==> config.mk <==
export PLATFORM = sky130hd
export DESIGN_NAME = tri_feeder
export DESIGN_NICKNAME = d
export VERILOG_FILES = /design/src/rtl/tri_feeder.sv
export SDC_FILE = /design/constraint.sdc
export NUM_CORES = 2
export LEC_CHECK = 0
export CELL_PAD_IN_SITES_DETAIL_PLACEMENT = 1
export CELL_PAD_IN_SITES_GLOBAL_PLACEMENT = 1
export CORE_UTILIZATION = 47
export DETAILED_ROUTE_END_ITERATION = 12
export GPL_ROUTABILITY_DRIVEN = 0
export HOLD_SLACK_MARGIN = 0.06
export PLACE_DENSITY = 0.76
export SLEW_MARGIN = 10
export SYNTH_ARGS = -nofsm -noshare
export SYNTH_HDL_FRONTEND = slang
export SYNTH_SLANG_ARGS = --single-unit
==> constraint.sdc <==
create_clock -name clock -period 4.99 [get_ports clock]
set_clock_uncertainty 0.15 [all_clocks]
set_input_delay 0.7485 -clock clock [delete_from_list [all_inputs] [get_ports clock]]
set_output_delay 0.7485 -clock clock [all_outputs]
set_load 0.03 [all_outputs]
==> src/rtl/tri_feeder.sv <==
// Double-buffered triangle feeder for vertex_calc: assembles 15-word triangles from a
// word stream and presents each one on a bus that stays frozen until the consumer releases it.
module tri_feeder #(
    parameter int WORDS_PER_TRI = 15,
    parameter int TIMEOUT_CYC   = 1024
) (
    input  logic              clock,
    input  logic              reset,
    input  logic [31:0]       in_data,
    input  logic              in_valid,
    input  logic              in_last,
    output logic              in_ready,
    output logic [14:0][31:0] v_out,
    output logic [23:0]       color_out1,
    output logic [23:0]       color_out2,
    output logic [23:0]       color_out3,
    output logic              out_data_valid,
    output logic              done_out,
    input  logic              stall_in,
    output logic [15:0]       tri_count,
    output logic              err_frame,
    output logic              err_timeout,
    output logic [1:0]        dbg_state
);

    // Input side: a word moves on a rising edge with in_valid && in_ready; in_ready depends
    // only on registers. Output side: out_data_valid rises with the bus loaded, the consumer
    // raises stall_in, and the bus is released only after stall_in falls again.
    localparam logic [3:0]  LAST_IDX = 4'(WORDS_PER_TRI - 1);
    localparam logic [31:0] TMO      = 32'(TIMEOUT_CYC);

    typedef enum logic [1:0] {
        P_IDLE     = 2'd0,
        P_WAIT_ACC = 2'd1,
        P_WAIT_REL = 2'd2
    } p_state_e;

    logic [14:0][31:0] r_slot [2];
    logic [1:0]        r_full;
    logic [1:0]        r_done;
    logic              r_wr_ptr;
    logic              r_rd_ptr;
    logic [3:0]        r_idx;
    logic              r_err_frame;
    logic              r_err_timeout;
    logic [31:0]       r_timer;
    p_state_e          r_state;
    p_state_e          w_state_nxt;
    logic              w_load;
    logic              w_release;
    logic              w_accept;
    logic              w_tri_done;
    logic              w_short;

    logic [14:0][31:0] r_v_out;
    logic [23:0]       r_color1;
    logic [23:0]       r_color2;
    logic [23:0]       r_color3;
    logic              r_valid;
    logic              r_done_out;
    logic [15:0]       r_tri_count;

    assign in_ready   = !r_full[r_wr_ptr];
    assign w_accept   = in_valid && in_ready;
    assign w_tri_done = w_accept && (r_idx == LAST_IDX);
    assign w_short    = w_accept && in_last && (r_idx != LAST_IDX);

    always_ff @(posedge clock or negedge reset) begin
        if (!reset) begin
            r_idx       <= 4'd0;
            r_wr_ptr    <= 1'b0;
            r_err_frame <= 1'b0;
        end else if (w_accept) begin
            if (w_tri_done) begin
                r_idx    <= 4'd0;
                r_wr_ptr <= ~r_wr_ptr;
            end else if (in_last) begin
                r_idx       <= 4'd0;
                r_err_frame <= 1'b1;
            end else begin
                r_idx <= r_idx + 4'd1;
            end
        end
    end

    // Storage needs no reset: a slot is only read after all 15 words were written.
    always_ff @(posedge clock) begin
        if (w_accept && !w_short) begin
            r_slot[r_wr_ptr][r_idx] <= in_data;
        end
    end

    // Fill and release always target different slots, so both updates can land together.
    always_ff @(posedge clock or negedge reset) begin
        if (!reset) begin
            r_full <= 2'b00;
            r_done <= 2'b00;
        end else begin
            if (w_release) begin
                r_full[r_rd_ptr] <= 1'b0;
            end
            if (w_tri_done) begin
                r_full[r_wr_ptr] <= 1'b1;
                r_done[r_wr_ptr] <= in_last;
            end
        end
    end

    always_comb begin
        w_state_nxt = r_state;
        w_load      = 1'b0;
        w_release   = 1'b0;
        case (r_state)
            P_IDLE: begin
                if (r_full[r_rd_ptr]) begin
                    w_load      = 1'b1;
                    w_state_nxt = P_WAIT_ACC;
                end
            end
            P_WAIT_ACC: begin
                if (stall_in) begin
                    w_state_nxt = P_WAIT_REL;
                end
            end
            P_WAIT_REL: begin
                if (!stall_in) begin
                    w_release   = 1'b1;
                    w_state_nxt = P_IDLE;
                end
            end
            default: w_state_nxt = P_IDLE;
        endcase
    end

    always_ff @(posedge clock or negedge reset) begin
        if (!reset) begin
            r_state     <= P_IDLE;
            r_rd_ptr    <= 1'b0;
            r_v_out     <= '0;
            r_color1    <= 24'd0;
            r_color2    <= 24'd0;
            r_color3    <= 24'd0;
            r_valid     <= 1'b0;
            r_done_out  <= 1'b0;
            r_tri_count <= 16'd0;
        end else begin
            r_state <= w_state_nxt;
            if (w_load) begin
                r_v_out    <= r_slot[r_rd_ptr];
                r_color1   <= r_slot[r_rd_ptr][3][23:0];
                r_color2   <= r_slot[r_rd_ptr][7][23:0];
                r_color3   <= r_slot[r_rd_ptr][11][23:0];
                r_done_out <= r_done[r_rd_ptr];
                r_valid    <= 1'b1;
            end
            // v_out and colors deliberately keep the released triangle until the next load.
            if (w_release) begin
                r_valid     <= 1'b0;
                r_done_out  <= 1'b0;
                r_rd_ptr    <= ~r_rd_ptr;
                r_tri_count <= r_tri_count + 16'd1;
            end
        end
    end

    // Wait-state timer restarts on every state change and saturates; the error is sticky.
    always_ff @(posedge clock or negedge reset) begin
        if (!reset) begin
            r_timer       <= 32'd0;
            r_err_timeout <= 1'b0;
        end else if (r_state == P_IDLE || w_state_nxt != r_state) begin
            r_timer <= 32'd0;
        end else if (r_timer != TMO) begin
            r_timer <= r_timer + 32'd1;
            if (TIMEOUT_CYC != 0 && (r_timer + 32'd1) == TMO) begin
                r_err_timeout <= 1'b1;
            end
        end
    end

    assign v_out          = r_v_out;
    assign color_out1     = r_color1;
    assign color_out2     = r_color2;
    assign color_out3     = r_color3;
    assign out_data_valid = r_valid;
    assign done_out       = r_done_out;
    assign tri_count      = r_tri_count;
    assign err_frame      = r_err_frame;
    assign err_timeout    = r_err_timeout;
    assign dbg_state      = r_state;

endmodule
### Word-level counts from Yosys, hierarchy flattened

Memories as Yosys holds them, arrays and structs flattened.
Cells that the tools add are included.

* register bits after elaboration: 616
* RAM bits: 960
* input port bits: 37
* output and inout port bits: 575
* word-level logic and storage cells: 104
* memories kept: 1

* add/sub/neg operators: 3
* magnitude comparators: 6
* eq/ne operators: 7
* multiplexer cells: 33
* bitwise logic cells: 7
* reduce and logical (&&, ||, !) cells: 17

Memories
* r_slot: words 2, bits a word 480, rd ports 1, clocked after memory_dff 0, write ports 1, RTL line 38 `logic [14:0][31:0] r_slot [2];`

Operators with widths (number)
* two-way mux 480 bit: 1
* demux 32 bit (select 4 bit): 1
* two-way mux 32 bit: 3
* adder 32 x 1 -> 32 bit (second input constant): 1
* equality test 32 x 11 -> 1 bit (second input constant): 1
* inequality test 32 x 11 -> 1 bit (second input constant): 1
* two-way mux 1 bit: 17
* adder 16 x 1 -> 16 bit (second input constant): 1
* two-way mux 2 bit: 5
* logical AND 1 bit: 8
* two-way mux 4 bit: 2
* case mux 2 bit (3 select lines): 1
* AND reduction 3 bit: 2
* < comparator 4 x 5 -> 1 bit (second input constant): 1
* adder 4 x 1 -> 4 bit (second input constant): 1
* equality test 4 bit (second input constant): 1
* >= comparator 4 x 1 -> 1 bit (second input constant): 1
* < comparator 1 x 2 -> 1 bit (second input constant): 2
* inequality test 4 bit (second input constant): 1
* inverter 1 bit: 4
* nonzero test 2 bit: 2
* AND 2 bit: 1
* bitwise mux 2 bit: 1
* demux 1 bit (select 1 bit): 2
* 10 further kinds: 12

### Depth between registers and ports, before layout

* depth in word-level cells: 10
* depth in mapped cells: 10
* mapped depth without buffers: 8

### Worst setup path after synthesis

No wires, ideal clock.

* kind: flip-flop to flip-flop
* from: register r_wr_ptr
* to: memory r_slot[0][416] (netlist name), enable pin
* arrival time: 3999 ps
* data required time: 4379 ps
* path slack: 380 ps
* stages on the path, launching flop included: 6
* cells stage by stage: dfrtp_1 -> mux2i_1 -> nand2_1 -> a21oi_1 -> nand2_1 -> nor3_1

* cells in the longest elaborated chain, start to end: 10

RTL lines
* start: declaration: RTL line 41 `logic r_wr_ptr;`
* start signal: assignment: RTL line 76 `r_wr_ptr <= ~r_wr_ptr;`
* two-way mux 1 bit (implied by the code) * (2 in a row): RTL line 63 `assign in_ready = !r_full[r_wr_ptr];`
* logical NOT 1 bit *: RTL line 63
* via in_ready: RTL line 12 `output logic in_ready,`
* logical AND 1 bit *: RTL line 64 `assign w_accept = in_valid && in_ready;`
* logical AND 1 bit (2 in a row): RTL line 66 `assign w_short = w_accept && in_last && (r_idx != LAST_IDX);`
* logical NOT 1 bit: RTL line 88 `if (w_accept && !w_short) begin`
* logical AND 1 bit *: RTL line 88
* two-way mux 1 bit *: RTL line 88
* two-way mux 480 bit (implied by the code) *: RTL line 89 `r_slot[r_wr_ptr][r_idx] <= in_data;`
* end: declaration: RTL line 38

The timed path passes the listed nets; every way through them passes the cells marked *. The select of a mux whose other input is x is not followed.

### Final worst setup path

* from: register r_wr_ptr
* to: memory r_slot[0][400] (netlist name), enable pin

* cells in the longest elaborated chain, start to end: 10

RTL lines (RTL line)
* two-way mux 1 bit (implied by the code) (2 in a row): 63
* logical NOT 1 bit: 63
* logical AND 1 bit: 64
* logical AND 1 bit (2 in a row): 66
* logical NOT 1 bit: 88
* logical AND 1 bit: 88
* two-way mux 1 bit: 88
* two-way mux 480 bit (implied by the code): 89

Several ways; a longest one is shown, not always the timed one. The select of a mux whose other input is x is not followed.

==> flow_metrics.env <==
export IMPL_synthTopCellsByArea="edfxtp_1, dfrtp_1, mux2i_1"
export IMPL_cts_htree_levels=4
export IMPL_startpoint="r_wr_ptr$_DFFE_PN0P_"
export IMPL_finalCritPeriodShare_pct=72.76
export IMPL_yosysMostFrequentCell="edfxtp_1"
export IMPL_wl_met3_mm=10.69
export IMPL_totalWireLength_mm=164.3
export IMPL_nNetsFinal=4161
export IMPL_die_y_um=344.1
export IMPL_power_density_nw_per_um2=388.1
export IMPL_hold_buffers=1
export IMPL_register_area_um2=42440
export IMPL_multiInputGateArea_um2=11350
export IMPL_syn_nets=3587
export IMPL_path_max_fanout=32
export IMPL_async_reset_ff_share_pct=36.17
export IMPL_r2r_start="r_wr_ptr$_DFFE_PN0P_"
export IMPL_hpwl_mm=99.11
export IMPL_status="complete, no violations"
export IMPL_synth_cell_types=67
export IMPL_row_count=125
export IMPL_slew_violations=0
export IMPL_grt_pass1_wl_mm=234.2
export IMPL_synth_cells=3543
export IMPL_antenna_left=0
export IMPL_gr_usage_all_layers_pct=27.70
export IMPL_syn_area_um2=54990
export IMPL_drv_cap=0
export IMPL_met2_length_mm=83.85
export IMPL_ys_dominant_reg_cell="edfxtp_1"
export IMPL_ys_ff_latch=1504
export IMPL_path_cells="mux2i_1 -> nand2_1 -> a21oi_1 -> nand2_1 -> nor3_2 -> buf_4"
export IMPL_worst_pin_slew_ps=1293
export IMPL_yosysWarnings=0
export IMPL_drtPass1Iterations=5
export IMPL_core_area_um2=116000
export IMPL_clock_sink_count=1504
export IMPL_peakVddDrop_mv=0.3373
export IMPL_final_fill_count=10730
export IMPL_cp_slowest_cell="dfrtp_1"
export IMPL_cts_root_buf="clkbuf_16"
export IMPL_tritoncts="done"
export IMPL_arrival_ps=3870
export IMPL_crit_path_frequent_cell="nand2_1"
export IMPL_min_from="tri_count[15]$_DFFE_PN0P_"
export IMPL_cts_setup_buffers=0
export IMPL_synth_edff_count=960
export IMPL_synth_top_cell_area_share_pct=52.42
export IMPL_clkSlewWorstSetupHoldPaths_ps=60
export IMPL_num_vias=32200
export IMPL_critPathLaunchType="register"
export IMPL_finalHoldViolCount=0
export IMPL_highest_layer="met4"
export IMPL_die_width_um=344.1
export IMPL_drc=0
export IMPL_end_kind="register"
export IMPL_setup_violations_final=0
export IMPL_cts_path_max_buffers=3
export IMPL_p_leak_nw=23.78
export IMPL_placed_cells=5484
export IMPL_tns_ps=0
export IMPL_antenna_found_initial=4
export IMPL_yosysSeqAreaShare_pct=77.18
export IMPL_initial_core_util_pct=47.39
export IMPL_cts_resized=0
export IMPL_wl_per_cell_um=28.45
export IMPL_yosysTopAreaCell="edfxtp_1"
export IMPL_grt_max_degree=130
export IMPL_fmax_mhz=275.4
export IMPL_grt_pass1_vias=34010
export IMPL_slowest_delay_ps=680
export IMPL_crit_required_ps=5220
export IMPL_syn_area_per_cell_um2=15.52
export IMPL_synth_commonest_cells="edfxtp_1, dfrtp_1, nand2_1"
export IMPL_cts_buffers_inserted=154
export IMPL_fin_crit_ps=3631
export IMPL_slew_headroom_pct=13.83
export IMPL_drive_gt1_share_pct=9.061
export IMPL_r2r_setup_slack_ps=1360
export IMPL_port_buffers=611
export IMPL_hp_class="register to register"
export IMPL_area_growth_pct=22.50
export IMPL_gr_total_overflow=0
export IMPL_finalNonFillerCells=5775
export IMPL_die_area_um2=118400
export IMPL_num_io_pins=612
export IMPL_drt_initial_drc_count=2944
export IMPL_worstSkewPairLatency_ps=760
export IMPL_wirelength_met1_mm=64.47
export IMPL_viasPerCell=5.575
export IMPL_worstSetupPathType="register to register"
export IMPL_rsz0062_at_grt="false"
## final cells by class
type	instances	share of cell area, %
antenna	2	0.007429
inverter	9	0.05015
clock buffer	210	6.319
sequential	1504	63.01
tap	1524	2.831
clock inverter	78	1.098
multi-input combinational	1774	16.86
timing repair buffer	674	9.833
## placed cells by master, fill, tap and decap left out, types with 5 or more instances in the layout
master,instances
clkbuf_1,39
nor2_2,6
xnor2_1,27
xor2_1,21
nand2_1,516
a21oi_1,5
and3_1,7
dfrtp_1,543
and4_1,5
nor3_1,5
edfxtp_1,960
clkinv_2,31
bufinv_16,9
nor4_1,8
clkinv_1,17
nor2_4,20
clkbuf_16,156
mux2_2,5
ha_1,7
o21ai_0,398
or3_1,6
buf_12,15
inv_1,9
clkbuf_8,15
nand4_1,15
nor2_1,55
clkdlybuf4s50_1,578
o21ai_1,89
clkinvlp_4,5
mux2i_1,486
nand3_1,18
buf_4,47
buf_2,32
inv_6,9
## power by group
part,leakage (nW),switching [mW],internal [mW]
logic,5.12,0.845,0.339
clock network,2.45,4.92,6.50
registers,16.2,0.113,13.4
total,23.8,5.88,20.3
## kinds of logic after synthesis
| logic type | synth area share (%) |
|---|---|
| flops | 77.18 |
| simple gates | 5.556 |
| compound gates | 4.883 |
| mux | 8.949 |
| buf+inv | 2.512 |
| xor+xnor | 0.7645 |
| fa+ha+maj | 0.1593 |
## critical path: cells and delay by family, from the launching register on
kind | cells | cell delay, ps
compound gates | 1 | 310
buf+inv | 1 | 480
flops | 1 | 680
simple gates | 3 | 1220
mux | 1 | 380
## worst paths after layout
check,endpoint,depth (start not counted)
worst max register to register,r_slot[0][400]$_DFFE_PP_,6
min in group asynchronous,tri_count[8]$_DFFE_PN0P_,2
worst max-delay path,r_slot[0][400]$_DFFE_PP_,6
max in group asynchronous,v_out[96]$_DFFE_PN0P_,3
worst min register to register,tri_count[15]$_DFFE_PN0P_,1
worst min-delay path,tri_count[15]$_DFFE_PN0P_,1
## state kept, by name, summed over array words and instances (netlist names), 2 cells and up
name	count
r_slot	960
r_done	2
r_timer	32
dbg_state	2
r_full	2
r_idx	4
v_out	480
tri_count	16
## per-stage QoR
| step | instance area, um^2 | hold slack (ps) | total power, mW | setup slack, ps | utilization [%] |
|---|---|---|---|---|---|
| after global placement | 62350 | 312.1 | 14.93 | 1241 | 53.73 |
| after CTS | 67360 | 327.9 | 26.32 | 1315 | 58.04 |
| after detailed placement | 62350 | 313.0 | 14.97 | 1202 | 53.73 |
| after global routing | 67360 | 348.6 | 26.83 | 1185 | 58.04 |
| after floorplan | 54990 | 302.9 | 14.23 | 379.5 | - |
| final | 67360 | 324.0 | 26.14 | 1359 | 58.05 |
## per-layer routing
layer,up-vias,global-route usage (%)
met5,-,0
met4,0,9.808
met3,234,5.787
met2,1195,47.17
met1,16850,35.14
li1,13910,-
(Power assumes the default switching activity.)
